`src/rtl/npc_pcreg_ras.sv`:
```
// npc_pcreg_ras: F-stage PC register, next-PC select, fetch-address check and return-address stack (optional, macro NPC_RAS_EN)
module npc_pcreg_ras #(
  parameter logic [31:0] RESET_PC  = 32'h0000_3000,
  parameter logic [31:0] EXC_VEC   = 32'h0000_4180,
  parameter logic [31:0] IM_BASE   = 32'h0000_3000,
  parameter logic [31:0] IM_SIZE   = 32'h0000_3000,
  parameter int          RAS_DEPTH = 4,
  parameter int          CNT_W     = 16
) (
  input  logic             clk,
  input  logic             reset,
  input  logic             F_stall,
  input  logic             exc_req,
  input  logic             eret_req,
  input  logic [31:0]      epc,
  input  logic             D_valid,
  input  logic             D_is_br,
  input  logic             D_br_taken,
  input  logic             D_is_j,
  input  logic             D_is_jal,
  input  logic             D_is_jr,
  input  logic             D_rs_is_ra,
  input  logic [25:0]      D_imm,
  input  logic [31:0]      D_rs_val,
  output logic [31:0]      F_PC,
  output logic [31:0]      D_PC8,
  output logic             F_adel,
  output logic [CNT_W-1:0] ras_hit_cnt,
  output logic [CNT_W-1:0] ras_miss_cnt
);
  logic [31:0] r_pc;
  logic [31:0] w_pc4, w_d_pc, w_br_tgt, w_j_tgt, w_npc;
  logic [32:0] w_lim;
  assign w_pc4    = r_pc + 32'd4;
  assign w_d_pc   = r_pc - 32'd4;
  assign w_br_tgt = r_pc + {{14{D_imm[15]}}, D_imm[15:0], 2'b00};
  assign w_j_tgt  = {w_d_pc[31:28], D_imm, 2'b00};
  assign w_lim    = {1'b0, IM_BASE} + {1'b0, IM_SIZE};
  // Next-PC priority: exception, eret, stall, branch, jump, jr, sequential
  always_comb
    w_npc = exc_req                           ? EXC_VEC  :
            eret_req                          ? epc      :
            F_stall                           ? r_pc     :
            (D_valid & D_is_br & D_br_taken)  ? w_br_tgt :
            (D_valid & D_is_j)                ? w_j_tgt  :
            (D_valid & D_is_jr)               ? D_rs_val : w_pc4;
  // Fetch PC register
  always_ff @(posedge clk)
    if (!reset) r_pc <= RESET_PC;
    else        r_pc <= w_npc;
  assign F_PC   = r_pc;
  assign D_PC8  = w_pc4;
  assign F_adel = (r_pc[1:0] != 2'b00) | (r_pc < IM_BASE) | ({1'b0, r_pc} >= w_lim);
`ifdef NPC_RAS_EN
  localparam int PW = (RAS_DEPTH > 1) ? $clog2(RAS_DEPTH) : 1;
  localparam int CW = PW + 1;
  logic [31:0]      r_ras [RAS_DEPTH];
  logic [PW-1:0]    r_ptr, w_top;
  logic [CW-1:0]    r_cnt;
  logic [CNT_W-1:0] r_hit, r_miss;
  logic             w_adv, w_push, w_pop, w_hit, w_miss;
  assign w_adv  = D_valid & ~F_stall & ~exc_req & ~eret_req;
  assign w_push = w_adv & D_is_jal;
  assign w_pop  = w_adv & D_is_jr & D_rs_is_ra;
  assign w_top  = r_ptr - PW'(1);
  assign w_hit  = w_pop & (r_cnt != '0) & (r_ras[w_top] == D_rs_val);
  assign w_miss = w_pop & ~w_hit;
  // Stack storage: jal writes its link address at the pointer, overwriting the oldest entry when full
  always_ff @(posedge clk)
    if (reset && w_push) r_ras[r_ptr] <= w_pc4;
  // Pointer and occupancy; a pop on an empty stack leaves both unchanged
  always_ff @(posedge clk)
    if (!reset) begin
      r_ptr <= '0;
      r_cnt <= '0;
    end else if (w_push) begin
      r_ptr <= r_ptr + PW'(1);
      r_cnt <= (r_cnt == CW'(RAS_DEPTH)) ? r_cnt : r_cnt + CW'(1);
    end else if (w_pop && r_cnt != '0) begin
      r_ptr <= w_top;
      r_cnt <= r_cnt - CW'(1);
    end
  // Saturating prediction hit/miss counters
  always_ff @(posedge clk)
    if (!reset) begin
      r_hit  <= '0;
      r_miss <= '0;
    end else begin
      if (w_hit && !(&r_hit))   r_hit  <= r_hit + CNT_W'(1);
      if (w_miss && !(&r_miss)) r_miss <= r_miss + CNT_W'(1);
    end
  assign ras_hit_cnt  = r_hit;
  assign ras_miss_cnt = r_miss;
`else
  logic w_unused;
  assign w_unused     = ^{D_is_jal, D_rs_is_ra};
  assign ras_hit_cnt  = '0;
  assign ras_miss_cnt = '0;
`endif
endmodule

```
`config.mk`:
```
export PLATFORM = sky130hd
export DESIGN_NAME = npc_pcreg_ras
export DESIGN_NICKNAME = d
export VERILOG_FILES = /design/src/rtl/npc_pcreg_ras.sv
export SDC_FILE = /design/constraint.sdc
export NUM_CORES = 1
export LEC_CHECK = 0
export ABC_CLOCK_PERIOD_IN_PS = 3500
export CAP_MARGIN = 40
export CELL_PAD_IN_SITES_DETAIL_PLACEMENT = 0
export CELL_PAD_IN_SITES_GLOBAL_PLACEMENT = 1
export CORE_ASPECT_RATIO = 0.6
export CORE_MARGIN = 4
export CORE_UTILIZATION = 30
export DETAILED_ROUTE_END_ITERATION = 10
export PLACE_DENSITY_LB_ADDON = 0.15
export SYNTH_ARGS = -nofsm -noshare
export SYNTH_HDL_FRONTEND = slang
export SYNTH_SLANG_ARGS = --single-unit
export TNS_END_PERCENT = 1
```
`constraint.sdc`:
```
create_clock -name clk -period 3.5 [get_ports clk]
set_input_delay 1.05 -clock clk [delete_from_list [all_inputs] [get_ports clk]]
set_output_delay 1.05 -clock clk [all_outputs]
set_load 0.05 [all_outputs]
```
# ---- Yosys cells after proc, flatten, opt, wreduce, memory -nomap -nowiden
# Index checks and enable logic that the tools add are counted.
dict set report op_classes {
  reduce_logical 2
  add_sub_neg 3
  n_eq_ne 2
  mux 6
  bitwise_logic 7
  n_mul 0
  n_shift 0
  div_mod_pow 0
  order_cmp 2
}
# op count
set ops {}
lappend ops {{$mux W32} 5}
lappend ops {{$add A32 B3 Y32 const B} 1}
lappend ops {{$add A32 B32 Y32} 1}
lappend ops {{$ge A32 B15 Y1 const B} 1}
lappend ops {{$lt A32 B14 Y1 const B} 1}
lappend ops {{$sub A32 B3 Y32 const B} 1}
lappend ops {{$mux W15} 1}
lappend ops {{$and A1 B1 Y1} 4}
lappend ops {{$ne A3 B1 Y1 const B} 1}
lappend ops {{$ne A2 B1 Y1 const B} 1}
lappend ops {{$or A1 B1 Y1} 2}
lappend ops {{$reduce_bool A2 Y1} 1}
lappend ops {{$reduce_or A2 Y1} 1}
lappend ops {{$not A1 Y1} 1}
dict set report word_totals {
  latch_bits 0
  mem_bits_ro 0
  n_memories 0
  mem_bits_rw 0
  ff_bits 32
  output_inout_bits 97
  wordCells 24
}

# ---- Depth between registers and ports, before layout
# Gate-level depths: netlist (run 1).
dict set report depth {
  depth_word 7
  ltp_mapped 11
  mapped_depth_nobuf 11
}

# ---- Worst setup path after synthesis (run 1)
# Ideal clock, no wire load.
dict set report synth_timing {
  path_type {reg2out}
  start {register r_pc[3], in the netlist F_PC[3]}
  end {output D_PC8[24]}
  path_slack_ns -0.400
  stages_incl_launch_ff 8
  arrival_ns 2.850
  path_cell_list {dfxtp_1 -> ha_1 -> nand3_1 -> or3_1 -> clkbuf_1 -> nor2_2 -> nand4_1 -> xnor2_1}
}
dict set report synth_between {
  elab_chain_cells 1
}
# element line
set synth_lines {}
lappend synth_lines {{start: declaration} 31} ;# logic [31:0] r_pc;
lappend synth_lines {{start signal: assignment} 50} ;# else r_pc <= w_npc;
lappend synth_lines {{$add A32 B3 Y32} 34} ;# assign w_pc4 = r_pc + 32'd4;
lappend synth_lines {{end: declaration} 26} ;# output logic [31:0] D_PC8,
# Every way passes these cells.

# ---- Final worst setup path (run 1)
dict set report layout_timing {
  start {input D_imm[1]}
  end {register r_pc[25], in the netlist F_PC[25]}
}
dict set report layout_between {
  elab_chain_cells 4
}
# element line
set layout_lines {}
lappend layout_lines {{start: declaration} 23} ;# input logic [25:0] D_imm,
lappend layout_lines {{$add A32 B32 Y32} 36} ;# assign w_br_tgt = r_pc + {{14{D_imm[15]}}, D_imm[15:0], 2'b00};
lappend layout_lines {{$mux W32} 44} ;# (D_valid & D_is_br & D_br_taken) ? w_br_tgt :
lappend layout_lines {{$mux W32} 43} ;# F_stall ? r_pc :
lappend layout_lines {{$mux W32} 42} ;# eret_req ? epc :
# Every way passes these cells. The select of a mux whose other input is x is not followed.
# A chain may end at the register's enable or synchronous reset.

==> impl_metrics.yaml, run 1 <==
timing:
  totalNegativeSetupSlack_ns: -0.0332
  maxSlewHeadroom_pct: 49.5
  final_hold_viol_count: 0
  timing.final.crit_share_pct: 101
  rsz0062_at_grt: "true"
  fin_ws_ns: -0.0219
  finClkSkew_ns: 0.00294
  clock.fmax_mhz: 284
  period_minus_slack_ns: 3.52
  finalMaxSlewViolations: 0
  final-setup-viol-count: 2
  worst_slew_pin_slew_ns: 0.758
drt:
  vias: 6192
  drtIter0Drc: 708
  dr.pass1.iters: 5
  antenna_left: 0
  drc: 0
  wl_um: 24100
  vias_per_cell: 5.54
  wl_per_cell_um: 21.6
min_path:
  hp-class: "reg2reg"
pwr:
  ir_drop_uv: 240
  p_leak_nw: 3.31
  total_power_mw: 2.11
  cellPowerDensity_nw_per_um2: 274
cells_and_area:
  largest_register_ffs: 30
  drive_above_1_share_pct: 21.3
  final_cell_mix: "clkdlybuf4s50_1, buf_4, nor2_1"
  antenna_cells: 0
  layout_commonest_cell: "clkdlybuf4s50_1"
  fin_util_pct: 50.0
  syn2layout_area_growth_pct: 62.2
  nNetsFinal: 1047
floorplan:
  start_util_pct: 30.8
  ios: 199
  dieArea_um2: 18000
  core-area_um2: 15400
  die_w_um: 170
  rows: 35
  fp.dieH_um: 105
clock_network:
  cts_made_buffers: 5
  clock_latency_ns: 0.29
  cts_hold_buf: 0
  clk_pin_slew_worst_paths_ns: 0.06
  root_buffer: "clkbuf_16"
  cts_tree: "yes"
  clock_path_buffers: 2
  h-tree-depth: 2
  cts_sinks: 32
logic_synthesis:
  synth_cell_type_count: 72
  synthArstFlopShare_pct: 0
  ys_warn_count: 0
  synth_seq_cells: 32
  synth-seq-area-share_pct: 13.5
  avgSynthCellArea_um2: 7.10
  syn_area_um2: 4750
  synthCells: 669
  synth-main-ff-cell: "dfxtp_1"
  synth_edf_count: 0
worst_setup_path:
  cp_slowest_stage_delay_ns: 0.48
  critPathBufInv: 2
  end_kind: "flip-flop"
  arrival_ns: 3.69
  critPathSlowestCell: "clkdlybuf4s50_1"
  crit_chain: "clkdlybuf4s50_1 -> ha_1 -> a211o_1 -> nand2_1 -> a22oi_2 -> a31oi_2 -> o31a_1 -> buf_4 -> o21ai_1 -> xnor2_1 -> a21boi_0"
  crit_family: "compound AO/OA/AOI/OAI gates"
  cp_max_fo: 4
  cp-start-kind: "input port"
  cp.required_ns: 3.67
  path_class: "in2reg"
outcome:
  status: "finished, violations left"
  violations: "setup timing"
grt:
  grt_pass1_vias: 5944
  grt_pass1_wl_um: 35700
  grt_overflow: 0
  grt_use_total_pct: 25.8
  grt_start_max_net_pins: 36
  antenna_found_initial: 0
place:
  dp_hpwl_um: 18800
  port-buffer-count: 164
  pre_cts_slack_ns: -0.408
  place.gp.congestion: 0.937
flow_run:
  cap_violations: 0
-- cells by family (layout without fill, tap and decap cells) --
family	Yosys count	count (layout)	synth area share, %
AOI/OAI and AO/OA	216	216	29.6
xor gates and xnor gates	56	56	10.5
adders and majority gates	32	32	8.58
buffers and inverters	84	298	10.5
DFF	32	32	13.5
muxes	12	12	2.55
other	1	32	0.0789
and+or+nand+nor	236	236	24.7
-- cell type report --
cell class	count	area, um2
clock inverters	2	35.0
clock buffers	6	129
multi-input cells	584	3890
well taps	203	254
fillers	1564	7710
flip-flops and latches	32	642
inverters	13	48.8
repair buffers	277	2710
-- what timing repair did --
action / CTS / global route
pin swaps: 5 / 9
gates resized for setup: 8 / 21
endpoints found under the setup margin: 19 / 22
setup buffers: 0 / 2
gates cloned: 0 / 0
endpoints found under the hold margin: 0 / 0
-- layer usage --
metal,track usage [%],wire length (um),vias up
met1,42.2,12300,2967
met3,5.36,2420,24
met4,3.02,188,0
met5,0,0,-
li1,-,-,2882
met2,34.4,9230,319
-- cell usage after synthesis, drive strengths merged (3+ instances only) --
cell type	n	area share (%)
a2111oi	3	0.58
a211o	6	1.1
a211oi	9	1.4
a21o	10	1.6
a21oi	47	5.0
a221oi	8	1.5
a22oi	3	0.47
a311oi	3	0.55
a31o	3	0.55
a31oi	13	1.7
and2	3	0.42
and3	10	1.3
and4	5	0.95
buf	38	5.8
clkbuf	33	3.7
dfxtp	32	13
ha	31	8.2
inv	13	1.0
mux2i	11	2.3
nand2	63	5.1
nand2b	7	0.92
nand3	19	2.6
nand4	14	2.0
nor2	75	6.0
nor3	15	1.6
nor4	12	1.9
o211ai	12	1.9
o21a	10	1.6
o21ai	57	6.0
o21bai	4	0.63
o22ai	3	0.39
o2bb2ai	6	1.1
o311ai	3	0.55
or3	7	1.1
xnor2	30	5.5
xor2	26	5.0
-- stage by stage --
stage          area [um2]  std cells  hold slack, ns
6_report             7710       1117           0.658
4_1_cts              7610       1115           0.686
5_1_grt              7710       1117           0.707
3_3_place_gp         7410       1107           0.655
2_1_floorplan        4920        700           0.834
3_5_place_dp         7410       1107           0.674
-- power by group --
group / internal [mW] / switching, mW / total (mW)
sequential: 0.386 / 0.0342 / 0.420
clock: 0.336 / 0.196 / 0.532
combinational: 0.494 / 0.667 / 1.16
total: 1.22 / 0.897 / 2.11
-- worst reg2reg max path, delay by kind of cell (launching register included) --
| kind | cells | cell delay, ns |
|---|---|---|
| and+or+nand+nor | 3 | 1.78 |
| AOI/OAI and AO/OA | 4 | 0.89 |
| DFF | 1 | 0.40 |
-- final timing paths --
path                 start       end  slack, ns  cells after the start
setup / recovery  D_imm[1]  F_PC[25]      -0.02                     11
hold / removal     F_PC[4]   F_PC[4]       0.66                      2
setup reg to reg  F_PC[23]  F_PC[31]       0.36                      7
hold reg to reg    F_PC[4]   F_PC[4]       0.66                      2
Note: power is estimated with default switching activity, not from simulation.
==> run 2: changes to the inputs <==
SLEW_MARGIN = 40   (was not set)
==> results of run 2 <==
No change in the layout: final DEF, timing and power equal those of run 1.
